--- src/rtl/csi_frame_ctrl_if.sv ---
// ---------------------------------------------------------------------------
// csi_frame_ctrl_if
// Stream bundle between the CSI-2 packet handler, the frame-capture
// controller and the frame-buffer write path.
//   raw_vld/raw_data    : handler word stream (contiguous words per long packet)
//   raw_vsync           : one-cycle frame-start strobe (FS short packet)
//   packet_done         : one-cycle end-of-packet strobe
//   pix_vld/pix_data    : registered captured words (data 0 when not valid)
//   frame_start         : pulse on the first cycle of a captured frame
//   line_end            : pulse after the last word of each captured line
//   frame_end           : pulse when a captured frame terminates
// Modports:
//   master : handler / write-path side (drives raw_*, receives pix_*)
//   slave  : controller side
// ---------------------------------------------------------------------------
interface csi_frame_ctrl_if;
    logic        raw_vld;
    logic [15:0] raw_data;
    logic        raw_vsync;
    logic        packet_done;
    logic        pix_vld;
    logic [15:0] pix_data;
    logic        frame_start;
    logic        line_end;
    logic        frame_end;

    modport master (
        output raw_vld, raw_data, raw_vsync, packet_done,
        input  pix_vld, pix_data, frame_start, line_end, frame_end
    );

    modport slave (
        input  raw_vld, raw_data, raw_vsync, packet_done,
        output pix_vld, pix_data, frame_start, line_end, frame_end
    );
endinterface

--- src/rtl/csi_frame_ctrl.sv ---
// ---------------------------------------------------------------------------
// csi_frame_ctrl
// Frame-capture controller between the CSI-2 packet handler and the
// frame-buffer write path. Arms on cap_req, gates one frame (or frames
// continuously) aligned to frame start, forwards words with a one-cycle
// register stage and reports malformed lines/frames and stalls.
//
// Optional feature macro: FRAME_CTRL_LINE_CHK_EN
//   defined     : per-line word count checked against H_WORDS -> err_len
//   not defined : no word counter, err_len tied low
//
// Ports:
//   sclk, s_rst  : clock, synchronous active-high reset
//   csi          : stream interface (slave modport), see csi_frame_ctrl_if
//   cap_req      : one-cycle capture request (ignored while busy)
//   cap_cont     : continuous-mode level, sampled with cap_req
//   cap_stop     : one-cycle stop request
//   err_clr      : clears sticky error flags
//   line_cnt     : lines completed in the current frame
//   cap_busy     : high while ARMED or ACTIVE
//   cap_done     : pulse when the controller returns to IDLE
//   err_len/err_frame/err_tmo : sticky error flags
// ---------------------------------------------------------------------------
module csi_frame_ctrl #(
    parameter int H_WORDS = 1280,
    parameter int V_LINES = 720,
    parameter int TMO_CYC = 65535,
    parameter int LCW     = 12
) (
    input  logic                 sclk,
    input  logic                 s_rst,
    csi_frame_ctrl_if.slave      csi,
    input  logic                 cap_req,
    input  logic                 cap_cont,
    input  logic                 cap_stop,
    input  logic                 err_clr,
    output logic [LCW-1:0]       line_cnt,
    output logic                 cap_busy,
    output logic                 cap_done,
    output logic                 err_len,
    output logic                 err_frame,
    output logic                 err_tmo
);
    localparam int TCW = $clog2(TMO_CYC + 1);

    typedef enum logic [1:0] {IDLE, ARMED, ACTIVE} state_t;

    state_t           state_q, state_d;
    logic             cont_q, cont_d;
    logic             raw_vld_d1_q;
    logic [LCW-1:0]   line_cnt_q, line_cnt_d, line_cnt_inc;
    logic [TCW-1:0]   tmo_q, tmo_d, tmo_inc;
    logic             pix_vld_q, pix_vld_d;
    logic [15:0]      pix_data_q, pix_data_d;
    logic             fs_q, fs_d, le_q, le_d, fe_q, fe_d, cd_q, cd_d;
    logic             err_frame_q, err_frame_d, err_tmo_q, err_tmo_d;
    logic             line_evt, keep_cont, end_frame, tmo_hit;
`ifdef FRAME_CTRL_LINE_CHK_EN
    localparam int WCW = $clog2(H_WORDS) + 1;
    logic [WCW-1:0]   wcnt_q, wcnt_d;
    logic             err_len_q, err_len_d;
`endif

    assign line_cnt_inc = line_cnt_q + LCW'(1);
    assign tmo_inc      = tmo_q + TCW'(1);
    // A long packet ends when packet_done follows a valid word; a short
    // packet's packet_done has no valid word before it and is not a line.
    assign line_evt     = (state_q == ACTIVE) && csi.packet_done && raw_vld_d1_q;
    // Continuous mode survives only if no stop arrives this cycle.
    assign keep_cont    = cont_q && !cap_stop;
    assign tmo_hit      = (tmo_inc == TCW'(TMO_CYC));

    always_comb begin
        state_d     = state_q;
        cont_d      = cont_q;
        line_cnt_d  = line_cnt_q;
        tmo_d       = tmo_q;
        fs_d        = 1'b0;
        le_d        = 1'b0;
        fe_d        = 1'b0;
        cd_d        = 1'b0;
        end_frame   = 1'b0;
        // Clear first so a set event later in this block wins over err_clr.
        err_frame_d = err_frame_q && !err_clr;
        err_tmo_d   = err_tmo_q && !err_clr;
        pix_vld_d   = (state_q == ACTIVE) && csi.raw_vld;
        pix_data_d  = pix_vld_d ? csi.raw_data : 16'd0;
`ifdef FRAME_CTRL_LINE_CHK_EN
        wcnt_d      = wcnt_q;
        err_len_d   = err_len_q && !err_clr;
`endif
        if (cap_stop) cont_d = 1'b0;

        case (state_q)
            IDLE: begin
                if (cap_req) begin
                    state_d = ARMED;
                    cont_d  = cap_cont;
                end
            end
            ARMED: begin
                if (cap_stop) begin
                    state_d = IDLE;
                    cd_d    = 1'b1;
                end else if (csi.raw_vsync) begin
                    state_d    = ACTIVE;
                    fs_d       = 1'b1;
                    line_cnt_d = '0;
                    tmo_d      = '0;
`ifdef FRAME_CTRL_LINE_CHK_EN
                    wcnt_d     = '0;
`endif
                end
            end
            ACTIVE: begin
                tmo_d = tmo_inc;
`ifdef FRAME_CTRL_LINE_CHK_EN
                if (csi.raw_vld && (wcnt_q != '1)) wcnt_d = wcnt_q + WCW'(1);
`endif
                if (line_evt) begin
                    le_d       = 1'b1;
                    line_cnt_d = line_cnt_inc;
                    tmo_d      = '0;
`ifdef FRAME_CTRL_LINE_CHK_EN
                    wcnt_d     = '0;
                    if (wcnt_q != WCW'(H_WORDS)) err_len_d = 1'b1;
`endif
                    end_frame  = (line_cnt_inc == LCW'(V_LINES));
                end

                if (!end_frame && csi.raw_vsync) begin
                    // Early frame start: close this frame as malformed.
                    err_frame_d = 1'b1;
                    fe_d        = 1'b1;
                    if (keep_cont) begin
                        fs_d       = 1'b1;
                        line_cnt_d = '0;
                        tmo_d      = '0;
`ifdef FRAME_CTRL_LINE_CHK_EN
                        wcnt_d     = '0;
`endif
                    end else begin
                        state_d = IDLE;
                        cd_d    = 1'b1;
                    end
                end else if (end_frame || (!line_evt && tmo_hit)) begin
                    fe_d = 1'b1;
                    if (!end_frame) err_tmo_d = 1'b1;
                    if (keep_cont) begin
                        state_d = ARMED;
                    end else begin
                        state_d = IDLE;
                        cd_d    = 1'b1;
                    end
                end
            end
            default: state_d = IDLE;
        endcase
    end

    always_ff @(posedge sclk) begin
        if (s_rst) begin
            state_q      <= IDLE;
            cont_q       <= 1'b0;
            raw_vld_d1_q <= 1'b0;
            line_cnt_q   <= '0;
            tmo_q        <= '0;
            pix_vld_q    <= 1'b0;
            pix_data_q   <= 16'd0;
            fs_q         <= 1'b0;
            le_q         <= 1'b0;
            fe_q         <= 1'b0;
            cd_q         <= 1'b0;
            err_frame_q  <= 1'b0;
            err_tmo_q    <= 1'b0;
`ifdef FRAME_CTRL_LINE_CHK_EN
            wcnt_q       <= '0;
            err_len_q    <= 1'b0;
`endif
        end else begin
            state_q      <= state_d;
            cont_q       <= cont_d;
            raw_vld_d1_q <= csi.raw_vld;
            line_cnt_q   <= line_cnt_d;
            tmo_q        <= tmo_d;
            pix_vld_q    <= pix_vld_d;
            pix_data_q   <= pix_data_d;
            fs_q         <= fs_d;
            le_q         <= le_d;
            fe_q         <= fe_d;
            cd_q         <= cd_d;
            err_frame_q  <= err_frame_d;
            err_tmo_q    <= err_tmo_d;
`ifdef FRAME_CTRL_LINE_CHK_EN
            wcnt_q       <= wcnt_d;
            err_len_q    <= err_len_d;
`endif
        end
    end

    assign csi.pix_vld     = pix_vld_q;
    assign csi.pix_data    = pix_data_q;
    assign csi.frame_start = fs_q;
    assign csi.line_end    = le_q;
    assign csi.frame_end   = fe_q;
    assign line_cnt        = line_cnt_q;
    assign cap_busy        = (state_q != IDLE);
    assign cap_done        = cd_q;
    assign err_frame       = err_frame_q;
    assign err_tmo         = err_tmo_q;
`ifdef FRAME_CTRL_LINE_CHK_EN
    assign err_len         = err_len_q;
`else
    assign err_len         = 1'b0;
`endif
endmodule

--- src/flat_wrapper.sv ---
// flat-port wrapper written by rule: the top's interface ports become plain ports
module csi_frame_ctrl_flat 
#(
    parameter int H_WORDS = 1280,
    parameter int V_LINES = 720,
    parameter int TMO_CYC = 65535,
    parameter int LCW     = 12
)
  (sclk, s_rst, cap_req, cap_cont, cap_stop, err_clr, line_cnt, cap_busy, cap_done, err_len, err_frame, err_tmo, csi_raw_vld, csi_raw_data, csi_raw_vsync, csi_packet_done, csi_pix_vld, csi_pix_data, csi_frame_start, csi_line_end, csi_frame_end);
  csi_frame_ctrl_if csi_i ();
  input  logic sclk;
  input  logic s_rst;
  input  logic cap_req;
  input  logic cap_cont;
  input  logic cap_stop;
  input  logic err_clr;
  output logic [LCW-1:0] line_cnt;
  output logic cap_busy;
  output logic cap_done;
  output logic err_len;
  output logic err_frame;
  output logic err_tmo;
  input wire logic [$bits(csi_i.raw_vld)-1:0] csi_raw_vld;
  input wire logic [$bits(csi_i.raw_data)-1:0] csi_raw_data;
  input wire logic [$bits(csi_i.raw_vsync)-1:0] csi_raw_vsync;
  input wire logic [$bits(csi_i.packet_done)-1:0] csi_packet_done;
  output wire logic [$bits(csi_i.pix_vld)-1:0] csi_pix_vld;
  output wire logic [$bits(csi_i.pix_data)-1:0] csi_pix_data;
  output wire logic [$bits(csi_i.frame_start)-1:0] csi_frame_start;
  output wire logic [$bits(csi_i.line_end)-1:0] csi_line_end;
  output wire logic [$bits(csi_i.frame_end)-1:0] csi_frame_end;
  assign csi_i.raw_vld = csi_raw_vld;
  assign csi_i.raw_data = csi_raw_data;
  assign csi_i.raw_vsync = csi_raw_vsync;
  assign csi_i.packet_done = csi_packet_done;
  assign csi_pix_vld = csi_i.pix_vld;
  assign csi_pix_data = csi_i.pix_data;
  assign csi_frame_start = csi_i.frame_start;
  assign csi_line_end = csi_i.line_end;
  assign csi_frame_end = csi_i.frame_end;
  csi_frame_ctrl #(.H_WORDS(H_WORDS), .V_LINES(V_LINES), .TMO_CYC(TMO_CYC), .LCW(LCW)) u_core (.sclk(sclk), .s_rst(s_rst), .csi(csi_i), .cap_req(cap_req), .cap_cont(cap_cont), .cap_stop(cap_stop), .err_clr(err_clr), .line_cnt(line_cnt), .cap_busy(cap_busy), .cap_done(cap_done), .err_len(err_len), .err_frame(err_frame), .err_tmo(err_tmo));
endmodule
--- config.mk ---
export PLATFORM = sky130hd
export DESIGN_NAME = csi_frame_ctrl_flat
export DESIGN_NICKNAME = d
export VERILOG_FILES = /design/src/rtl/csi_frame_ctrl_if.sv /design/src/rtl/csi_frame_ctrl.sv /design/src/flat_wrapper.sv
export SDC_FILE = /design/constraint.sdc
export NUM_CORES = 1
export LEC_CHECK = 0
export BUFFER_PORTS_ARGS = -buffer_cell sky130_fd_sc_hd__buf_2
export CAP_MARGIN = 20
export CELL_PAD_IN_SITES_DETAIL_PLACEMENT = 0
export CELL_PAD_IN_SITES_GLOBAL_PLACEMENT = 2
export CORE_ASPECT_RATIO = 2
export CORE_MARGIN = 2
export CORE_UTILIZATION = 30
export DETAILED_ROUTE_END_ITERATION = 7
export GPL_ROUTABILITY_DRIVEN = 0
export PLACE_DENSITY = 0.73
export RECOVER_POWER = 100
export SYNTH_ARGS = -nofsm -noshare
export SYNTH_HDL_FRONTEND = slang
export SYNTH_SLANG_ARGS = --single-unit
export TNS_END_PERCENT = 100
--- constraint.sdc ---
create_clock -name sclk -period 3.67 [get_ports sclk]
set_clock_uncertainty 0.15 [all_clocks]
set_input_delay 0 -clock sclk [delete_from_list [all_inputs] [get_ports sclk]]
set_output_delay 0 -clock sclk [all_outputs]
set_load 0.01 [all_outputs]
# Word level (Yosys, flattened, before mapping)
# Index checks and enable logic that the tools add are counted.
# classes
addsub,2
eq_ne,10
muxes,44
n_bitwise,2
n_reduce_logical,20
# op_table
cell,count
two-way mux 16 bit,5
two-way mux 12 bit,5
one-hot mux 16 bit (2 select lines),1
one-hot mux 12 bit (2 select lines),1
two-way mux 1 bit,23
adder 16 x 1 -> 16 bit (second input constant),1
== test 16 bit (second input constant),1
adder 12 x 1 -> 12 bit (second input constant),1
== test 12 x 10 -> 1 bit (second input constant),1
two-way mux 2 bit,6
!= test 3 bit (second input constant),3
logical AND 1 bit,8
!= test 2 bit (second input constant),3
one-hot mux 2 bit (3 select lines),1
zero test 1 bit,4
one-hot mux 1 bit (2 select lines),2
AND reduction 4 bit,1
nonzero test 2 bit,2
OR reduction 2 bit,2
AND reduction 3 bit,1
== test 2 x 1 -> 1 bit (second input constant),1
== test 2 bit (second input constant),1
zero test 2 bit,1
NOT 1 bit,2
logical OR 1 bit,1
# totals
regBits,55
in_bits,25
output_inout_bits,37
word_cells,91

# Longest topological paths before layout
# Gate-level depths: netlist of the first run.
# depth
word_depth,9
mapped_depth,11

# Worst setup path before layout of the first run
# Ideal clock, no wire load.
# synth_timing
path_type,register to register
startpoint,register u_core.line_cnt_q[0] (netlist: u_core.line_cnt[0])
endpoint,register u_core.tmo_q[11]
arrival_time_ps,2471
required_time_ps,3448
path_slack_ps,978
stages_incl_launch_ff,9
synth_period_minus_slack_ps,2692
path_cell_list,dfxtp_1 -> ha_1 -> buf_2 -> or4_1 -> a32oi_2 -> a31oi_2 -> buf_6 -> or4_1 -> mux2i_1
# synth_via
elab_chain_len,8
# synth_rtl
element,line,text
start: declaration,csi_frame_ctrl.sv:51,"logic [LCW-1:0] line_cnt_q, line_cnt_d, line_cnt_inc;"
start signal: assignment,csi_frame_ctrl.sv:184,line_cnt_q <= line_cnt_d;
adder 12 x 1 -> 12 bit,csi_frame_ctrl.sv:64,assign line_cnt_inc = line_cnt_q + LCW'(1);
== test 12 x 10 -> 1 bit,csi_frame_ctrl.sv:128,end_frame = (line_cnt_inc == LCW'(V_LINES));
two-way mux 1 bit,csi_frame_ctrl.sv:120,if (line_evt) begin
two-way mux 1 bit,csi_frame_ctrl.sv:94,case (state_q)
zero test 1 bit,csi_frame_ctrl.sv:131,if (!end_frame && csi.raw_vsync) begin
logical AND 1 bit,csi_frame_ctrl.sv:131,
two-way mux 16 bit,csi_frame_ctrl.sv:131,
one-hot mux 16 bit (2 select lines),csi_frame_ctrl.sv:94,
end signal: assignment,csi_frame_ctrl.sv:185,tmo_q <= tmo_d;
end: declaration,csi_frame_ctrl.sv:52,"logic [TCW-1:0] tmo_q, tmo_d, tmo_inc;"
# Every way passes these cells. The select of a mux whose other input is x is not followed.
# A chain may end at the register's enable or synchronous reset.

# Worst setup path in the final report of the first run
# layout_timing
startpoint,register u_core.tmo_q[1]
endpoint,register u_core.err_tmo_q (netlist: u_core.err_tmo)
# layout_via
elab_chain_len,7
# layout_rtl
element,line,text
adder 16 x 1 -> 16 bit,csi_frame_ctrl.sv:65,assign tmo_inc = tmo_q + TCW'(1);
== test 16 bit,csi_frame_ctrl.sv:71,assign tmo_hit = (tmo_inc == TCW'(TMO_CYC));
logical AND 1 bit,csi_frame_ctrl.sv:146,end else if (end_frame || (!line_evt && tmo_hit)) begin
logical OR 1 bit,csi_frame_ctrl.sv:146,
two-way mux 1 bit,csi_frame_ctrl.sv:146,
two-way mux 1 bit,csi_frame_ctrl.sv:131,
two-way mux 1 bit,csi_frame_ctrl.sv:94,
end signal: assignment,csi_frame_ctrl.sv:193,err_tmo_q <= err_tmo_d;
end: declaration,csi_frame_ctrl.sv:56,"logic err_frame_q, err_frame_d, err_tmo_q, err_tmo_d;"
# Every way passes these cells.

==> out/qor.csv, run 1 <==
stage,metric,value,unit
clocking,ctsHtreeMaxLevel,2,
worst_setup_path,critPathLaunchType,register,
synth,synthCells,354,
timing,min_period,3.32,ns
synth,synth_area_per_cell,8.34,um^2
routing,drt-total-wl,8.90,mm
power,power.total,1.36,mW
place,hpwl,6.65,mm
routing,num_vias,2902,
worst_hold_path,holdPathStages,2,
clocking,cts_tree,yes,
timing,tightest_slew,1.02,ns
clocking,clkTransAtPathRegs,0.08,ns
power,leakage,1.39,nW
place,dpl_cell_area,3330,um^2
place,place_inst,529,
run_status,status,"complete, no violations",
timing,report.final.hold_viol_count,0,
floorplanning,die-width,74.2,um
flow_run,drv_cap,0,
routing,dr.first_iter.drc_count,114,
synth,synth-edff-count,0,
clocking,post_cts_buffers,0,
timing,setup_tns,0,ns
routing,ant_nets,0,
worst_hold_path,hold_path.class,primary input to register,
routing,drc,0,
routing,wl_per_cell,15.8,um
timing,slew_violations,0,
timing,fmax,0.301,GHz
floorplanning,start_util,0.306,
synth,ys_seq_area_frac,0.373,
synth,ys_ff_latch,55,
worst_setup_path,crit_type,register to register,
layout,final_area,3690,um^2
power,peakVddDrop,245,uV
worst_setup_path,cp.arrival,3.36,ns
synth,synth_area,2950,um^2
global_route,track_usage,0.173,
worst_setup_path,reg2reg_to,u_core.err_tmo,
synth,synth.area.top_cells,"dfxtp_1, nand2_1, nand3_1",
worst_setup_path,reg2reg_depth,9,
floorplanning,dieArea,10700,um^2
routing,dr.pass1.iters,4,
clocking,clk_latency,0.30,ns
global_route,grt_pass1_vias,2775,
layout,num_antenna_cells,0,
global_route,antenna_found_initial,0,
synth,syn_nets,387,
routing,viasPerCell,5.15,
timing,post-route-period-util,0.905,
worst_setup_path,r2r-start,u_core.tmo_q[1],
synth,yosysTopAreaCellShare,0.373,
synth,synth_ff_type,dfxtp_1,
worst_setup_path,rrSetupSlack,0.35,ns
synth,synthArstFlopShare,0,
synth,yosys.cell_count.top_type,dfxtp_1,
synth,yosysTopAreaCell,dfxtp_1,
worst_setup_path,cp-end-kind,register,
layout,layout-drive-gt1-share,0.109,
timing,rsz0062_at_grt,false,
clocking,cts-buffers-inserted,5,
worst_setup_path,crit_path_end,u_core.err_tmo,
floorplanning,rows,51,
global_route,grt_pass1_wl,14.1,mm
synth,yosys_warnings,0,
layout,fillers,1026,
floorplanning,die_h,144,um
layout,final_cells,563,
power,power_density,368,nW/um^2
place,port_buffers,60,
layout,area_growth,24.9,%
clocking,clk_path_buf_depth,2,
timing,finalSetupViolCount,0,
floorplanning,coreArea,9640,um^2
clocking,clock_sinks,55,
synth,synth_cell_type_count,58,
floorplanning,io_pins,62,
worst_setup_path,crit_start,u_core.tmo_q[1],
layout,nets,463,
global_route,grt_max_degree,25,
global_route,grt-ovfl-total,0,
worst_setup_path,critPathRequiredTime,3.71,ns
timing,relSlewSlack,0.321,
worst_setup_path,cp_max_fo,16,
clocking,root_buffer,clkbuf_16,
synth,ys_top_cells_by_count,"dfxtp_1, nand2_1, nand3_1",
-- cell families (layout without fill, tap and decap cells) --
group	Yosys count	after routing	synth area share
and+or+nand+nor	163	163	0.306
xor gates and xnor gates	5	5	0.0148
AOI/OAI and AO/OA	78	78	0.182
adders and majority gates	8	8	0.0339
muxes	8	8	0.0275
DFF	55	55	0.373
other	1	1	0.00127
buffers and inverters	36	113	0.0610
-- cells in the final DEF (no fill, tap or decap), types with 5 or more instances in the layout --
cell | synthesis | routed
dfxtp_1 | 55 | 55
nand2_1 | 37 | 37
clkbuf_1 | 12 | 37
dlygate4sd3_1 | 0 | 26
nand3_1 | 24 | 24
buf_2 | 3 | 23
a21oi_1 | 20 | 20
and3_1 | 19 | 19
nor2_1 | 18 | 18
o21ai_0 | 14 | 14
inv_1 | 13 | 13
a31oi_1 | 13 | 13
nand4_1 | 11 | 11
nand2b_1 | 9 | 9
ha_1 | 8 | 8
mux2i_1 | 7 | 7
nor3_1 | 6 | 6
nor2b_1 | 5 | 5
or3_1 | 5 | 5
and2_1 | 5 | 5
clkbuf_16 | 0 | 5
buf_4 | 5 | 5
-- routing by layer --
metal	wire, um	part of all wire	GRT usage	vias up
met1	3280	0.37	0.175	1375
met5	0	0	0	-
li1	-	-	-	1448
met3	218	0.024	0.0230	20
met2	5040	0.57	0.330	59
met4	365	0.041	0.0890	0
-- final cells by class --
cell class | instances | area (um^2) | share of cell area
clock buffers | 5 | 125 | 0.0339
inverters | 13 | 48.8 | 0.0132
flip-flops and latches | 55 | 1100 | 0.299
multi-input cells | 263 | 1660 | 0.451
repair buffers | 92 | 557 | 0.151
clock inverters | 3 | 27.5 | 0.00746
well taps | 132 | 165 | 0.0448
-- power by group --
group,switching [mW],total [mW],internal [mW]
clock network,0.248,0.508,0.260
logic,0.131,0.223,0.0920
registers,0.0135,0.624,0.611
-- state kept, by name (all words and copies together) (netlist names), 2 cells and up --
register             count
u_core.line_cnt         12
u_core.state_q           2
u_core.csi.pix_data     16
u_core.tmo_q            16
-- worst min path at each step --
stage	start	endpoint	slack [ns]
2_1_floorplan	cap_stop	u_core.cap_done	-0.001
3_3_place_gp	csi_raw_data[1]	u_core.csi.pix_data[1]	0.08
3_5_place_dp	csi_raw_data[1]	u_core.csi.pix_data[1]	0.09
4_1_cts	csi_raw_vld	u_core.raw_vld_d1_q	0.05
5_1_grt	csi_raw_vld	u_core.raw_vld_d1_q	0.10
6_report	csi_raw_vld	u_core.raw_vld_d1_q	0.06
-- through the flow --
stage / worst slack, ns / util / hold WS (ns)
2_1_floorplan: 0.978 / - / -0.00135
3_3_place_gp: 0.632 / 0.346 / 0.0813
3_5_place_dp: 0.516 / 0.346 / 0.0865
4_1_cts: 0.379 / 0.389 / 0.0505
5_1_grt: 0.100 / 0.383 / 0.102
6_report: 0.350 / 0.383 / 0.0582
-- worst max-delay path, cell delays in order, from the launching register on --
cell	delay (ns)
dfxtp_1	0.52
ha_1	0.60
a21oi_1	0.20
o21ai_0	0.18
a21boi_0	0.10
o21ai_0	0.54
nor4_1	0.14
a21oi_1	0.15
nor2_1	0.05
dlygate4sd3_1	0.58
-- timing repair --
action                     CTS  global route
resized for setup            0             0
hold buffers                26             0
setup endpoints to repair    0             0
hold endpoints to repair    26             0
No activity file was read; power rests on OpenSTA's default activity.
==> run 2: changes to the inputs <==
CTS_CLUSTER_SIZE = 25   (was default)
clock period = 4.1 ns   (was 3.67 ns; I/O delays follow)
==> out/qor.csv, run 2 (same netlist as run 1, synthesis figures left out) <==
stage,metric,value,unit,change
worst_setup_path,crit_start,u_core.line_cnt[0],,
worst_setup_path,rrSetupSlack,0.82,ns,+0.47 ns
routing,dr.pass1.iters,5,,+1
clocking,clock_sinks,55,,unchanged
global_route,grt-ovfl-total,0,,unchanged
place,place_inst,529,,unchanged
worst_setup_path,r2r-start,u_core.line_cnt[0],,
clocking,cts-buffers-inserted,5,,unchanged
worst_setup_path,critPathLaunchType,register,,
layout,layout-drive-gt1-share,0.109,,unchanged
floorplanning,die-width,74.2,um,unchanged
routing,dr.first_iter.drc_count,153,,+34%
power,power.total,1.21,mW,-10%
worst_hold_path,hold_path.class,primary input to register,,
worst_setup_path,reg2reg_depth,8,,-1
routing,drt-total-wl,8.87,mm,-0.39%
worst_setup_path,cp-end-kind,register,,
layout,nets,463,,unchanged
place,hpwl,6.60,mm,-0.71%
floorplanning,io_pins,62,,unchanged
floorplanning,start_util,0.306,,unchanged
clocking,clk_latency,0.30,ns,about the same
worst_setup_path,worst_path_largest_cell_delay,0.60,ns,about the same
layout,fillers,1033,,+0.68%
routing,ant_nets,0,,unchanged
floorplanning,coreArea,9640,um^2,unchanged
worst_setup_path,critPathSlowestCell,clkbuf_1,,
global_route,grt_pass1_wl,14.2,mm,+1.2%
power,peakVddDrop,165,uV,-33%
timing,tightest_slew,0.969,ns,-0.0493 ns
timing,fmax,0.305,GHz,+1.2%
clocking,post_cts_buffers,0,,unchanged
clocking,root_buffer,clkbuf_16,,
routing,wl_per_cell,15.8,um,-0.39%
timing,slew_violations,0,,unchanged
layout,area_growth,25.2,%,
timing,relSlewSlack,0.353,,+0.0316
power,power_density,328,nW/um^2,-11%
clocking,cts_tree,yes,,
timing,finalSetupViolCount,0,,unchanged
timing,rsz0062_at_grt,false,,
clocking,ctsHtreeMaxLevel,2,,unchanged
global_route,grt_pass1_vias,2682,,-3.4%
worst_setup_path,cp.arrival,3.36,ns,about the same
routing,num_vias,2849,,-1.8%
worst_setup_path,cp_max_fo,17,,+1
flow_run,drv_cap,0,,unchanged
global_route,grt_max_degree,25,,unchanged
place,port_buffers,60,,unchanged
worst_hold_path,min_to,u_core.raw_vld_d1_q,,
layout,multiInputGateArea,1670,um^2,+0.45%
floorplanning,dieArea,10700,um^2,unchanged
timing,post-route-period-util,0.800,,-0.104
worst_hold_path,min-delay-start,csi_raw_vld,,
worst_hold_path,holdPathStages,2,,unchanged
layout,seqCellArea,1100,um^2,unchanged
layout,final_cells,563,,unchanged
timing,min_period,3.28,ns,-0.0383 ns
timing,report.final.hold_viol_count,0,,unchanged
layout,final_cell_mix,"dfxtp_1, clkbuf_1, nand2_1",,
clocking,clkTransAtPathRegs,0.08,ns,about the same
floorplanning,rows,51,,unchanged
global_route,track_usage,0.174,,+0.000817
timing,setup_tns,0,ns,unchanged
routing,drc,0,,unchanged
worst_setup_path,reg2reg_to,u_core.tmo_q[15],,
clocking,clk_path_buf_depth,2,,unchanged
layout,layout_commonest_cell,dfxtp_1,,
routing,viasPerCell,5.06,,-1.8%
worst_setup_path,critPathRequiredTime,4.18,ns,+0.47 ns
worst_setup_path,crit_type,register to register,,
global_route,antenna_found_initial,0,,unchanged
worst_setup_path,path_cells,ha_1 -> or4_1 -> a32oi_2 -> a31oi_2 -> nor2_1 -> clkbuf_1 -> a21oi_1 -> a31oi_1,,
floorplanning,die_h,144,um,unchanged
power,leakage,1.39,nW,about the same
layout,num_antenna_cells,0,,unchanged
run_status,status,"complete, no violations",,
## run 2: changes by cell type in the layout (fill, tap and decap cells not counted)
cell / delta
clkbuf_2: -1
clkinvlp_4: -1
and2_0: +2
clkbuf_1: +1
and2_1: -2
a32oi_1: -1
clkinv_4: +1
a32oi_2: +1
## run 2: how the worst max path moves through the flow
stage | end | slack [ns] | depth (start not counted)
final | u_core.tmo_q[15] | 0.82 | 8
after global routing | u_core.tmo_q[9] | 0.53 | 8
after CTS | u_core.err_tmo | 0.87 | 9
after detailed placement | u_core.line_cnt[9] | 0.93 | 7
after global placement | u_core.line_cnt[9] | 1.0 | 7
after floorplan | u_core.tmo_q[11] | 1.41 | 8
## run 2: routing by layer
metal  global-route usage  vias up  wire length (um)
met5                    0        -                 0
met4               0.0746        0               310
met3               0.0202       19               262
met2                0.327       74              5000
met1                0.188     1317              3300
li1                     -     1439                 -
## run 2: what timing repair did
| action | in CTS | in global routing |
|---|---|---|
| resized for setup | 0 | 0 |
| hold endpoints to repair | 26 | 0 |
| hold buffers | 26 | 0 |
## run 2: metrics by stage
stage,worst slack [ns],instance area [um^2],util,hold WS [ns]
3_5_place_dp,0.935,3330,0.346,0.0854
5_1_grt,0.531,3700,0.384,0.101
2_1_floorplan,1.41,2950,-,-0.00135
4_1_cts,0.872,3750,0.389,0.0611
6_report,0.818,3700,0.384,0.0550
3_3_place_gp,0.996,3330,0.346,0.0820
## run 2: critical path: cells and delay by family, from the launching register on
family          cells  cell delay (ns)
compound gates      4             0.95
fa+ha+maj           1             0.36
buf+inv             1             0.60
flops               1             0.39
simple gates        2             0.75
## run 2: power breakdown
part / leakage, nW / total [mW] / internal [mW] / switching [mW]
Sequential: 0.444 / 0.558 / 0.547 / 0.0111
Clock: 0.0759 / 0.456 / 0.234 / 0.222
Combinational: 0.869 / 0.200 / 0.0822 / 0.118
## run 2: final cells by class
class	count	area share
Tap cell	132	0.0447
Inverter	13	0.0132
Timing Repair Buffer	92	0.150
Multi-Input combinational cell	263	0.452
Sequential cell	55	0.298
Clock inverter	3	0.00779
Clock buffer	5	0.0339
==> run 3: changes to the inputs <==
CORE_UTILIZATION = 29   (was 30)
PLACE_DENSITY = 0.74   (was 0.73)
clock period = 2.8 ns   (was 4.1 ns; I/O delays follow)
==> out/qor.csv, run 3 (same netlist as run 1, synthesis figures left out) <==
stage,metric,value,unit,change
floorplanning,io_pins,62,,unchanged
global_route,grtUsageMet1,0.174,,-0.0143
timing,report.final.hold_viol_count,0,,unchanged
worst_setup_path,r2r-start,u_core.line_cnt[1],,
worst_setup_path,critPathSlowestCell,a2111oi_4,,
flow_run,drv_cap,0,,unchanged
timing,min_period,2.63,ns,-0.656 ns
clocking,ctsHtreeMaxLevel,2,,unchanged
worst_setup_path,cp_max_fo,8,,-9
timing,relSlewSlack,0.365,,+0.0127
floorplanning,dieArea,11100,um^2,+3.3%
worst_hold_path,min-delay-start,csi_raw_vld,,
global_route,grtUsageMet3,0.0233,,+0.00311
worst_setup_path,cp-end-kind,register,,
worst_setup_path,crit_start,u_core.line_cnt[1],,
timing,slew_violations,0,,unchanged
global_route,grt_pass1_vias,3026,,+13%
global_route,grt-busiest-layer,met2,,
place,port_buffers,60,,unchanged
routing,dr.first_iter.drc_count,120,,-22%
global_route,track_usage,0.176,,+0.00169
layout,layout_commonest_cell,dfxtp_1,,
worst_setup_path,crit_family,compound AO/OA/AOI/OAI gates,,
clocking,clock_sinks,55,,unchanged
global_route,antenna_found_initial,0,,unchanged
worst_setup_path,worst_path_largest_cell_delay,0.44,ns,-0.16 ns
worst_setup_path,critPathRequiredTime,2.87,ns,-1.31 ns
layout,area_growth,35.6,%,
routing,drt-total-wl,9.46,mm,+6.7%
routing,num_vias,3045,,+6.9%
layout,num_antenna_cells,0,,unchanged
routing,ant_nets,0,,unchanged
timing,holdWs,0.0539,ns,-0.00114 ns
global_route,grt_use_met2,0.339,,+0.0121
floorplanning,start_util,0.295,,-0.0117
timing,fmax,0.381,GHz,+25%
layout,final_cell_mix,"dfxtp_1, buf_4, nand2_1",,
floorplanning,rows,52,,+2.0%
clocking,clk_path_buf_depth,2,,unchanged
timing,rsz0062_at_grt,false,,
floorplanning,die-width,75.4,um,+1.6%
run_status,status,"complete, no violations",,
worst_hold_path,hold_path.class,primary input to register,,
power,peakVddDrop,332,uV,+100%
place,hpwl,7.24,mm,+9.7%
worst_setup_path,path_cells,buf_4 -> and2_2 -> a21o_1 -> a2111oi_4 -> a31oi_2 -> nor3_1 -> or3b_1 -> a31oi_1,,
global_route,grt-ovfl-total,0,,unchanged
layout,layout-drive-gt1-share,0.218,,+0.109
worst_setup_path,critPathBufInv,1,,unchanged
routing,dr.pass1.iters,4,,-1
timing,tightest_slew,0.950,ns,-0.0191 ns
routing,drc,0,,unchanged
worst_setup_path,rrSetupSlack,0.17,ns,-0.64 ns
clocking,clk_latency,0.30,ns,about the same
layout,nets,499,,+7.8%
worst_setup_path,critPathLaunchType,register,,
global_route,grt_max_degree,21,,-16%
clocking,cts_tree,yes,,
global_route,grt_pass1_wl,15.1,mm,+6.2%
routing,wl_per_cell,15.7,um,-0.21%
clocking,clkTransAtPathRegs,0.08,ns,about the same
worst_setup_path,cp.arrival,2.70,ns,-0.66 ns
power,power_density,445,nW/um^2,+35%
power,power.total,1.78,mW,+47%
timing,finalSetupViolCount,0,,unchanged
clocking,root_buffer,clkbuf_16,,
routing,viasPerCell,5.06,,about the same
timing,setup_tns,0,ns,unchanged
floorplanning,die_h,147,um,+1.7%
timing,post-route-period-util,0.938,,+0.137
worst_setup_path,crit_type,register to register,,
clocking,cts-buffers-inserted,5,,unchanged
power,leakage,1.61,nW,+16%
floorplanning,coreArea,10000,um^2,+4.0%
[run 3: worst paths after layout]
path                                       endpoint  depth (start not counted)
worst min register to register       u_core.err_tmo                          2
worst max-delay path             u_core.line_cnt[3]                          8
worst min-delay path            u_core.raw_vld_d1_q                          2
worst max register to register   u_core.line_cnt[3]                          8
[run 3: where the power goes]
group	internal (mW)	switching, mW
clock network	0.342	0.316
logic	0.130	0.178
registers	0.801	0.0154
[run 3: final cells by class]
type,count,area [um^2]
timing repair buffer,128,830
fill,1077,6010
sequential,55,1110
clock buffer,5,125
multi-input combinational,263,1700
inverter,13,48.8
tap,135,169
clock inverter,3,28.8
[run 3: layer usage]
metal	share of wire	wire length, um	vias to the layer above
met5	0	0	-
met4	0.029	278	0
met3	0.029	276	23
met2	0.58	5500	66
met1	0.36	3410	1439
li1	-	-	1517
[run 3: timing repair]
action,4_1_cts,5_1_grt
gates resized for setup,0,12
setup endpoints to repair,0,22
hold buffers,24,0
hold endpoints to repair,26,0
buffers inserted,0,2
[run 3: through the flow]
step	worst slack [ns]	cells	util	area (um^2)
after global routing	0.00931	602	0.400	4010
after CTS	0.0244	600	0.399	4000
after detailed placement	0.0518	568	0.360	3610
final	0.174	602	0.400	4010
after floorplan	0.108	354	-	2950
after global placement	0.0408	568	0.360	3610
